===== src/rtl/div_arbiter.sv =====
// -----------------------------------------------------------------------------
// div_arbiter
//   Round-robin front end that shares one unsigned divider (mod_div) among
//   NREQ requesters. One request is in flight at a time:
//     IDLE  -> pick a requester, latch its operands
//     START -> one-cycle div_start pulse
//     WAIT  -> wait for div_done, bounded by a watchdog
//     RESP  -> one-cycle result strobe to the owner, then advance the pointer
//   Division by zero skips the divider and answers straight from IDLE.
//
// Handshake semantics (all channels):
//   req:  req_valid[i] is held until the cycle in which req_ready[i] is high;
//         the request is taken on that rising edge. req_ready is one-hot,
//         combinational, and only ever non-zero in IDLE.
//   resp: resp_valid is a one-hot, single-cycle strobe with no backpressure;
//         resp_res/resp_rem/resp_dbz/resp_tmo are meaningful only with it.
//
// Ports:
//   clk, rst                 clock (rising edge), async active-low reset
//   req_valid/req_ready      per-requester request handshake
//   req_num/req_den          packed operands, requester i at [i*W +: W]
//   resp_valid               one-hot result strobe to the owner
//   resp_res/resp_rem        quotient / remainder
//   resp_dbz/resp_tmo        divide-by-zero / watchdog-timeout flags
//   busy                     high in every state except IDLE
//   div_start/num/den        to the divider
//   div_res/rem/done         from the divider
//   dbg_state                current FSM state (0 IDLE,1 START,2 WAIT,3 RESP)
// -----------------------------------------------------------------------------
module div_arbiter #(
    parameter int NREQ    = 4,
    parameter int W       = 8,
    parameter int TIMEOUT = 64
) (
    input  logic              clk,
    input  logic              rst,
    input  logic [NREQ-1:0]   req_valid,
    output logic [NREQ-1:0]   req_ready,
    input  logic [NREQ*W-1:0] req_num,
    input  logic [NREQ*W-1:0] req_den,
    output logic [NREQ-1:0]   resp_valid,
    output logic [W-1:0]      resp_res,
    output logic [W-1:0]      resp_rem,
    output logic              resp_dbz,
    output logic              resp_tmo,
    output logic              busy,
    output logic              div_start,
    output logic [W-1:0]      div_num,
    output logic [W-1:0]      div_den,
    input  logic [W-1:0]      div_res,
    input  logic [W-1:0]      div_rem,
    input  logic              div_done,
    output logic [1:0]        dbg_state
);

    localparam int PW = $clog2(NREQ);
    localparam int CW = $clog2(TIMEOUT) + 1;
    localparam logic [CW-1:0] CNT_LAST = CW'(TIMEOUT - 1);

    typedef enum logic [1:0] {
        S_IDLE  = 2'd0,
        S_START = 2'd1,
        S_WAIT  = 2'd2,
        S_RESP  = 2'd3
    } state_t;

    state_t         state_q, state_d;
    logic [PW-1:0]  ptr_q, ptr_d;
    logic [PW-1:0]  owner_q, owner_d;
    logic [CW-1:0]  cnt_q, cnt_d;
    logic [W-1:0]   res_q, res_d;
    logic [W-1:0]   rem_q, rem_d;
    logic           dbz_q, dbz_d;
    logic           tmo_q, tmo_d;
    logic           start_q, start_d;
    logic [W-1:0]   num_q, num_d;
    logic [W-1:0]   den_q, den_d;

    logic           grant_found;
    logic [PW-1:0]  grant_idx;
    logic [W-1:0]   grant_num;
    logic [W-1:0]   grant_den;

    // Round-robin search starting at ptr_q, wrapping modulo NREQ.
    always_comb begin : arb
        int idx;
        grant_found = 1'b0;
        grant_idx   = '0;
        idx         = 0;
        for (int k = 0; k < NREQ; k++) begin
            idx = int'(ptr_q) + k;
            if (idx >= NREQ) idx = idx - NREQ;
            if (!grant_found && req_valid[idx]) begin
                grant_found = 1'b1;
                grant_idx   = PW'(idx);
            end
        end
    end

    assign grant_num = req_num[grant_idx*W +: W];
    assign grant_den = req_den[grant_idx*W +: W];

    // State register
    always_ff @(posedge clk or negedge rst) begin
        if (!rst) begin
            state_q <= S_IDLE;
            ptr_q   <= '0;
            owner_q <= '0;
            cnt_q   <= '0;
            res_q   <= '0;
            rem_q   <= '0;
            dbz_q   <= 1'b0;
            tmo_q   <= 1'b0;
            start_q <= 1'b0;
            num_q   <= '0;
            den_q   <= '0;
        end else begin
            state_q <= state_d;
            ptr_q   <= ptr_d;
            owner_q <= owner_d;
            cnt_q   <= cnt_d;
            res_q   <= res_d;
            rem_q   <= rem_d;
            dbz_q   <= dbz_d;
            tmo_q   <= tmo_d;
            start_q <= start_d;
            num_q   <= num_d;
            den_q   <= den_d;
        end
    end

    // Next-state logic
    always_comb begin
        state_d = state_q;
        ptr_d   = ptr_q;
        owner_d = owner_q;
        cnt_d   = cnt_q;
        res_d   = res_q;
        rem_d   = rem_q;
        dbz_d   = dbz_q;
        tmo_d   = tmo_q;
        start_d = 1'b0;
        num_d   = num_q;
        den_d   = den_q;

        case (state_q)
            S_IDLE: begin
                if (grant_found) begin
                    owner_d = grant_idx;
                    num_d   = grant_num;
                    den_d   = grant_den;
                    // Counter is zero during START, so it equals the number
                    // of cycles elapsed since START while in WAIT.
                    cnt_d   = '0;
                    if (grant_den == '0) begin
                        res_d   = '1;
                        rem_d   = grant_num;
                        dbz_d   = 1'b1;
                        tmo_d   = 1'b0;
                        state_d = S_RESP;
                    end else begin
                        start_d = 1'b1;
                        state_d = S_START;
                    end
                end
            end
            S_START: begin
                cnt_d   = cnt_q + CW'(1);
                state_d = S_WAIT;
            end
            S_WAIT: begin
                // done takes priority over a watchdog expiry in the same cycle
                if (div_done) begin
                    res_d   = div_res;
                    rem_d   = div_rem;
                    dbz_d   = 1'b0;
                    tmo_d   = 1'b0;
                    state_d = S_RESP;
                end else if (cnt_q == CNT_LAST) begin
                    res_d   = '0;
                    rem_d   = '0;
                    dbz_d   = 1'b0;
                    tmo_d   = 1'b1;
                    state_d = S_RESP;
                end else begin
                    cnt_d = cnt_q + CW'(1);
                end
            end
            S_RESP: begin
                dbz_d   = 1'b0;
                tmo_d   = 1'b0;
                ptr_d   = (owner_q == PW'(NREQ - 1)) ? '0 : owner_q + PW'(1);
                state_d = S_IDLE;
            end
            default: state_d = S_IDLE;
        endcase
    end

    // Outputs
    always_comb begin
        req_ready  = '0;
        resp_valid = '0;
        if (state_q == S_IDLE && grant_found) req_ready = NREQ'(1) << grant_idx;
        if (state_q == S_RESP) resp_valid = NREQ'(1) << owner_q;
        busy      = (state_q != S_IDLE);
        dbg_state = state_q;
        resp_res  = res_q;
        resp_rem  = rem_q;
        resp_dbz  = dbz_q;
        resp_tmo  = tmo_q;
        div_start = start_q;
        div_num   = num_q;
        div_den   = den_q;
    end

endmodule


===== config.mk =====
export PLATFORM = sky130hd
export DESIGN_NAME = div_arbiter
export DESIGN_NICKNAME = d
export VERILOG_FILES = /design/src/rtl/div_arbiter.sv
export SDC_FILE = /design/constraint.sdc
export NUM_CORES = 1
export LEC_CHECK = 0
export CAP_MARGIN = 40
export CORE_ASPECT_RATIO = 0.6
export CORE_MARGIN = 3
export CORE_UTILIZATION = 30
export DETAILED_ROUTE_END_ITERATION = 7
export PLACE_DENSITY = 0.66
export SETUP_SLACK_MARGIN = 0.5
export SLEW_MARGIN = 20
export SYNTH_ARGS = -nofsm -noshare
export SYNTH_HDL_FRONTEND = slang
export SYNTH_SLANG_ARGS = --single-unit

===== constraint.sdc =====
create_clock -name clk -period 5.2 [get_ports clk]
set_clock_uncertainty 0.1 [all_clocks]
set_input_delay 1.56 -clock clk [delete_from_list [all_inputs] [get_ports clk]]
set_output_delay 1.56 -clock clk [all_outputs]
set_load 0.05 [all_outputs]

==> flow_summary.toml <==
[yosys]
syn_nets = 529
yosysSeqAreaShare = 0.324
synthesis.area_um2 = 3700
syn_avg_cell_area_um2 = 8.55
syn_inst = 433
yosys.area.top_type_share = 0.324
ys_ff_latch = 48
yosys-top-cells-count = "nand2_1 (65), dfrtp_1 (48), o21ai_0 (25)"
synth-main-ff-cell = "dfrtp_1"
async_flop_share = 1.00
synth_top_area_cell = "dfrtp_1"
synth_warnings = 0
synth-edff-count = 0
synth_most_common_cell = "nand2_1"
synthDistinctLibCells = 50
ys_top_cells_by_area = "dfrtp_1 (32%), nand2_1 (6.6%), mux2i_1 (5.1%)"

[die]
die_h_um = 92.1
io_pins = 133
dieArea_um2 = 13800
rows = 30
core_area_um2 = 11700
die_w_um = 149
start_util = 0.317

[power_and_ir_drop]
p_comb_frac = 0.677
ir_drop_mv = 0.207
cellLeakagePower_nw = 2.21
p_sw_frac = 0.514
clockPowerShare = 0.114
p_int_mw = 1.57
powerDensity_nw_per_um2 = 588
power.share.sequential = 0.209
switchingPower_mw = 1.66

[worst_setup_path]
path_cells = "dlygate4sd2_1 > nor2b_4 > a211o_4 > and2_2 > nor2_4 > buf_6"
cp_slowest_cell = "a211o_4"
r2r_end = "resp_rem[2]"
critPathMaxFanout = 10
crit_arrival_ns = 2.92
worstSetupEndpoint = "req_ready[0]"
reg2reg_slack_ns = 1.73
r2r-start = "ptr_q[1]"
end_kind = "output pin"
critical-path-max-stage-delay_ns = 0.39
required_ns = 3.54
crit_start = "req_valid[1]"
worst_r2r_path_depth = 9
critPathKind = "primary input to output pin"
crit_path_start_kind = "primary input"

[global_routing]
grt_pass1_vias = 3889
grt_usage = 0.183
antenna_found_initial = 0
grt_overflow_total = 0
grt_pass1_wl_mm = 20.3
grt_max_degree = 49

[cells_and_area]
drive_gt1_frac = 0.147
n_fill_cell = 1135
area_growth_pct = 48.6
multiInputGateArea_um2 = 2380
regArea_um2 = 1200
diodes = 0
finalInstanceArea_um2 = 5500
nets = 653

[clock_network]
cts_sinks = 48
root_buffer = "clkbuf_16"
cts_tree = "yes"
cts_max_level = 2
cts.path.max_buffers = 2
clkTransAtPathRegs_ns = 0.06
numCtsBuffers = 5
clock_latency_ns = 0.29

[routing]
post_drt_wl_per_cell_um = 17.7
antenna_left = 0
first_pass_iters = 5
vias = 3962
drcViolationCount = 0
viasPerCell = 5.52
wirelength_mm = 12.7
dr.first_iter.drc_count = 237

[sta]
tightest_slew_ns = 0.636
fin_crit_ns = 4.58
hold_viol = 0
fin_crit_sh = 0.881
tns_ns = 0
clock.fmax_mhz = 218
setup_viol = 0
max_slew_margin = 0.573
rsz0062_at_grt = "no"
drv_slew = 0

[placement]
placed_area_um2 = 5260
port_buffers = 132
place_congestion = 0.874
hpwl_mm = 9.88

[run_status]
status = "complete, no violations"

[min_path]
hold_path_class = "flop to flop"

[flow_run]
drv_cap = 0
## per-stage QoR
stage / cells / hold slack, ns / util / setup WS, ns / power, mW
CTS: 718 / 0.391 / 0.471 / 0.629 / 3.24
global route: 718 / 0.422 / 0.471 / 0.534 / 3.44
detailed placement: 709 / 0.377 / 0.451 / 0.216 / 2.83
finish: 718 / 0.384 / 0.471 / 0.618 / 3.24
floorplan: 433 / 0.375 / - / 0.509 / 2.11
global placement: 706 / 0.368 / 0.448 / 0.138 / 2.77
## per-layer routing
layer	vias to the layer above	wire length (µm)	track usage
met1	1894	5950	0.263
met5	-	0	0
met3	19	1110	0.0509
li1	1876	-	-
met2	173	5490	0.273
met4	0	166	0.0419
## critical path: cells and delay by family
kind,cells,cell delay [ns]
buffers and inverters,2,0.50
AOI/OAI and AO/OA,1,0.39
and+or+nand+nor,3,0.46
## kinds of logic after synthesis
group                      after synthesis  share of synthesized area
DFF                                     48                      0.324
muxes                                   32                     0.0909
AOI/OAI and AO/OA                      133                      0.272
and+or+nand+nor                        166                      0.221
adders and majority gates                9                     0.0304
buffers and inverters                   45                     0.0612
## cell type report
type	count	share of cell area
multi-input cells	340	0.432
repair buffers	155	0.278
flip-flops and latches	48	0.218
well taps	160	0.0364
clock buffers	6	0.0234
clock inverters	2	0.00637
inverters	7	0.00477
## timing repair
action	4_1_cts	5_1_grt
hold buffers	0	0
gates resized for setup	25	0
setup buffers	1	0
endpoints found under the setup margin	4	0
## registers in the layout, summed over array words and instances, names as in the netlist
signal	cells
cnt_q	7
resp_tmo	1
div_start	1
div_den	8
owner_q	2
resp_rem	8
div_num	8
dbg_state	2
ptr_q	2
resp_dbz	1
resp_res	8
## how the worst min path moves through the flow
stage / startpoint / endpoint / slack [ns] / cells past startpoint
2_1_floorplan: cnt_q[1] / cnt_q[1] / 0.37 / 2
3_3_place_gp: div_num[6] / div_num[6] / 0.37 / 2
3_5_place_dp: div_num[3] / div_num[3] / 0.38 / 2
4_1_cts: div_num[3] / div_num[3] / 0.39 / 2
5_1_grt: div_num[6] / div_num[6] / 0.42 / 2
6_report: div_num[3] / div_num[3] / 0.38 / 2
## power groups by stage
stage	registers (mW)	clock network [mW]	logic (mW)
after floorplan	1.04	0	1.07
after global placement	0.668	0	2.10
after detailed placement	0.675	0	2.15
after CTS	0.676	0.375	2.19
after global routing	0.699	0.395	2.34
final	0.676	0.370	2.19
## layout by cell type, fill, tap and decap left out, drive strengths merged, types with 2 or more instances in the layout
master / n
nor3: 4
clkdlybuf4s50: 123
a32oi: 8
o22ai: 8
a21bo: 8
a22o: 4
nand3: 22
o41ai: 2
a21o: 2
ha: 9
mux2i: 19
a21oi: 20
inv: 6
o21ai: 26
nand4: 8
mux2: 13
dfrtp: 48
dlygate4sd2: 4
nand2b: 2
a221oi: 8
and2: 15
nor2b: 6
a211oi: 16
o211ai: 10
nor4: 11
clkbuf: 6
o221ai: 8
clkinv: 2
buf: 28
nor3b: 9
nor2: 19
o41a: 8
nand2: 66
Note: power is estimated with default switching activity, not from simulation.
==> RTL edit 1 (config.mk and constraints unchanged) <==
Change the parameter `NREQ` from 4 to 2.
--- a/src/rtl/div_arbiter.sv
+++ b/src/rtl/div_arbiter.sv
@@ -28,7 +28,7 @@
 //   dbg_state                current FSM state (0 IDLE,1 START,2 WAIT,3 RESP)
 // -----------------------------------------------------------------------------
 module div_arbiter #(
-    parameter int NREQ    = 4,
+    parameter int NREQ    = 2,
     parameter int W       = 8,
     parameter int TIMEOUT = 64
 ) (
Interface: changed (5 resized); port bits go from 133 to 95. No check against the original RTL was run, so the function may have changed too.
==> RTL edit 1 against the original RTL <==
Non-clock buffer count decreased by 58. Power decreased by 28%. Area after synthesis decreased by 38%. Design area decreased by 36%. Critical endpoint unchanged. Global-route usage decreased by 3.4 points. Count of clock-buffer cells in the layout unchanged. Synthesized cell count decreased by 47%. Highest routed layer unchanged. Setup slack improved by 0.19 ns. Sequential share of layout area increased by 11 points. Sequential cell count decreased by 2. Wire length decreased by 50%.
==> RTL edit 1: results (changes against the original RTL) <==
Outcome
Outcome: finished, final reports clean (unchanged).

Finish
The multi-input combinational cell area is 1080 µm² (was 2380 µm²). The post-layout instance count excluding filler cells was 427 (was 718). The utilization after layout is 0.476 (was 0.471). The sequential cell count of the final layout is 46 (was 48).

The count of multi-input combinational gates is 168 (was 340).

Clock network
The number of cells upsized or downsized after cts is 0 (was 25).

Global routing
The met2 usage in global routing is 0.217 (was 0.273). The highest-utilization routing layer at the global route stage was met1 (was met2). The largest net degree at the start of global routing was 35 (was 49). The met3 usage is 0.0438 (was 0.0509).

The global-route track usage on met1 is 0.222 (was 0.263).

Timing
The worst hold slack was 0.384 ns (about the same). The worst relative slew slack was 0.444 (was 0.573).

Place
The number of I/O port buffers is 94 (was 132).

Routing
The number of optimization iterations in the first detailed-route pass came to 4 (was 5). The number of DRC markers in iteration 0 is 78 (was 237).

Setup path
The worst reg2reg path depth is 7 (was 9). The slowest library cell on the worst path is sky130_fd_sc_hd__clkdlybuf4s50_1 (was sky130_fd_sc_hd__a211o_4). The worst path arrival time came to 2.73 ns (was 2.92 ns). The maximum fanout along the worst path is 4 (was 10). The largest stage delay on the critical path is 0.54 ns (was 0.39 ns).

Power and ir drop
The worst supply voltage drop on vdd is 0.357 mV (was 0.207 mV). The combinational logic power is 1.42 mW (was 2.19 mW). The leakage power total is 1.47 nW (was 2.21 nW).

Synthesis
List of most frequent post-synthesis cells: 47 x sky130_fd_sc_hd__nand2_1, 46 x sky130_fd_sc_hd__dfrtp_1, 31 x sky130_fd_sc_hd__o21ai_0 (was 65 x sky130_fd_sc_hd__nand2_1, 48 x sky130_fd_sc_hd__dfrtp_1, 25 x sky130_fd_sc_hd__o21ai_0). The post-synthesis compound-gate area fraction is 0.139 (was 0.272). The sequential element share of the synthesized area came to 0.501 (was 0.324). The fraction of the mapped netlist area in adder cells is 0.0272 (was 0.0304).

Hold path
The critical hold path startpoint is div_num[5]$_DFFE_PN0P_ (was div_num[3]$_DFFE_PN0P_).
-- RTL edit 1: changes by cell type after synthesis, moves of 9 or more --
cell,change
sky130_fd_sc_hd__nor3b_1,-9
sky130_fd_sc_hd__a21oi_1,-19
sky130_fd_sc_hd__and2_1,-12
sky130_fd_sc_hd__clkbuf_1,-17
sky130_fd_sc_hd__nor2_1,-10
sky130_fd_sc_hd__nand2_1,-18
sky130_fd_sc_hd__nand3_1,-16
sky130_fd_sc_hd__a211oi_1,-16
-- RTL edit 1: worst min path at each step --
| stage | end | cells past startpoint |
|---|---|---|
| 3_5_place_dp | div_den[1]$_DFFE_PN0P_ | 2 |
| 5_1_grt | div_num[7]$_DFFE_PN0P_ | 2 |
| 6_report | div_num[5]$_DFFE_PN0P_ | 2 |
| 3_3_place_gp | div_num[4]$_DFFE_PN0P_ | 2 |
| 4_1_cts | div_den[1]$_DFFE_PN0P_ | 2 |
| 2_1_floorplan | ptr_q$_DFFE_PN0P_ | 2 |
==> RTL edit 2 (config.mk and constraints unchanged) <==
Made on the original files. Make the reset (`rst`) synchronous in one clocked block. Comments in the files are not updated.
--- a/src/rtl/div_arbiter.sv
+++ b/src/rtl/div_arbiter.sv
@@ -101,7 +101,7 @@
     assign grant_den = req_den[grant_idx*W +: W];
 
     // State register
-    always_ff @(posedge clk or negedge rst) begin
+    always_ff @(posedge clk) begin
         if (!rst) begin
             state_q <= S_IDLE;
             ptr_q   <= '0;
Behaviour: differs if rst is asserted again (counterexample within 4 cycles, from zero or initial values and one cycle with rst low); with rst held inactive, the same outputs for 10 cycles.
==> RTL edit 2 against the original RTL <==
Sequential share of layout area fell by 1.6 points. Area after synthesis fell by 17%. Sequential cell count did not move. Design area fell by 14%. Setup slack improved by 0.22 ns. Critical path type unchanged. Maximum frequency rose by 5.0%. Wire length fell by 17%. Largest cell class unchanged.
Power is not compared: it rests on default switching activity, and its combinational part moved more than twofold at a synthesized area within 25%.
==> RTL edit 2: results (changes against the original RTL) <==
Setup path
The largest stage delay on the critical path is 0.29 ns (was 0.39 ns). The worst path arrival time was 2.70 ns (was 2.92 ns). The slowest library cell on the worst path is sky130_fd_sc_hd__o22a_4 (was sky130_fd_sc_hd__a211o_4). The type of the worst setup path is in2out (unchanged).

Power and ir drop
The worst supply voltage drop on vdd is between 0.1 and 0.15 mV.

Place
The post-placement cell count came to 629 (was 709). The pre-CTS worst setup slack came to -0.0123 ns (was 0.216 ns). The global placement routability congestion came to 0.859 (was 0.874). The number of I/O port buffers is 132 (unchanged). The total placed instance area is 4520 µm² (was 5260 µm²).

The half-perimeter wire length after placement was 8.37 mm (was 9.88 mm).

Synthesis
The warning count from the yosys run is 0 (unchanged). The synthesized netlist net count is 479 (was 529). The async set-or-reset flop fraction in the synthesized netlist came to 0 (was 1.00). The sequential element share of the synthesized area is 0.312 (was 0.324). The number of enable-type register cells in the synthesized netlist is 0 (unchanged).

Largest cells by area after synthesis: sky130_fd_sc_hd__dfxtp_1 31%, sky130_fd_sc_hd__mux2i_1 9.4%, sky130_fd_sc_hd__nand2_1 9.3% (was sky130_fd_sc_hd__dfrtp_1 32%, sky130_fd_sc_hd__nand2_1 6.6%, sky130_fd_sc_hd__mux2i_1 5.1%). The per-instance average area after synthesis is 8.05 µm² (was 8.55 µm²). The number of unique standard cell types used by synthesis is 40 (was 50).

List of most frequent post-synthesis cells: 76 x sky130_fd_sc_hd__nand2_1, 48 x sky130_fd_sc_hd__dfxtp_1, 29 x sky130_fd_sc_hd__mux2i_1 (was 65 x sky130_fd_sc_hd__nand2_1, 48 x sky130_fd_sc_hd__dfrtp_1, 25 x sky130_fd_sc_hd__o21ai_0).

Clock network
The clock insertion delay at the later pin of the skew report is 0.29 ns (about the same). The root buffer cell is sky130_fd_sc_hd__clkbuf_16 (unchanged). The number of CTS-inserted buffers is 5 (unchanged).

The setup fix buffers added after clock tree synthesis is 2 (was 1). The number of cells upsized or downsized after cts is 7 (was 25). The buffer levels on the longest clock path was 2 (unchanged).

Global routing
The total routing resource utilization after global routing is 0.179 (was 0.183). The largest net degree at the start of global routing is 27 (was 49). The wire length of the first global-routing pass came to 16.7 mm (was 20.3 mm). The number of antenna violations at the first check in global routing is 0 (unchanged).

The via count of the first global-routing pass was 3370 (was 3889).

Finish
The number of nets in the final layout came to 604 (was 653). The fraction of layout instances using a drive strength above 1 is 0.0886 (was 0.147). The count of antenna diodes in the layout was 0 (unchanged).

The number of fill cells in the layout is 911 (was 1135). The post-layout instance count excluding filler cells is 638 (was 718).

Routing
The wire length after detailed routing is 10.6 mm (was 12.7 mm). The number of DRC markers in iteration 0 came to 185 (was 237). The number of optimization iterations in the first detailed-route pass is 4 (was 5). The post-detailed-route via-to-cell ratio is 5.19 (was 5.52).

Timing
The worst relative slew slack is 0.551 (was 0.573).

Outcome
Outcome: finished, final reports clean (unchanged).
[RTL edit 2: critical path: cells and delay by family]
kind / cells / cell delay (ns)
AO/OA/AOI/OAI: 3 / 0.60
buffers and inverters: 2 / 0.37
AND/OR/NAND/NOR: 1 / 0.18
[RTL edit 2: final timing paths]
check | startpoint | end | slack (ns) | cells after the start
setup / recovery | req_valid[0] | req_ready[1] | 0.84 | 6
hold / removal | div_den[6]$_SDFFE_PN0P_ | div_den[6]$_SDFFE_PN0P_ | 0.36 | 2
hold reg to reg | div_den[6]$_SDFFE_PN0P_ | div_den[6]$_SDFFE_PN0P_ | 0.36 | 2
setup reg to reg | ptr_q[1]$_SDFFE_PN0P_ | resp_res[0]$_SDFFE_PN0P_ | 1.99 | 9
[RTL edit 2: routing by layer]
metal,share of wire,vias to the layer above,global-route usage
met4,0.0064,0,0.0353
li1,-,1645,-
met1,0.46,1557,0.234
met5,0,-,0
met2,0.47,104,0.293
met3,0.072,7,0.0569
[RTL edit 2: logic make-up after synthesis]
family	synth area share
adders and majority gates	0.0365
DFF	0.312
buffers and inverters	0.0548
and+or+nand+nor	0.256
xor gates and xnor gates	0.0114
AOI/OAI and AO/OA	0.235
muxes	0.0942
[RTL edit 2: power breakdown]
| part | internal, mW | switching (mW) |
|---|---|---|
| registers | 0.417 | 0.0337 |
| logic | 0.274 | 0.448 |
| clock network | 0.202 | 0.132 |
| total | 0.893 | 0.613 |
[RTL edit 2: final cells by class]
| cell class | instances | area [µm²] | area share |
|---|---|---|---|
| timing repair buffer | 144 | 1440 | 0.302 |
| tap | 130 | 163 | 0.0342 |
| multi-input combinational | 301 | 2010 | 0.423 |
| clock buffer | 7 | 153 | 0.0321 |
| sequential | 48 | 961 | 0.202 |
| inverter | 8 | 30.0 | 0.00632 |
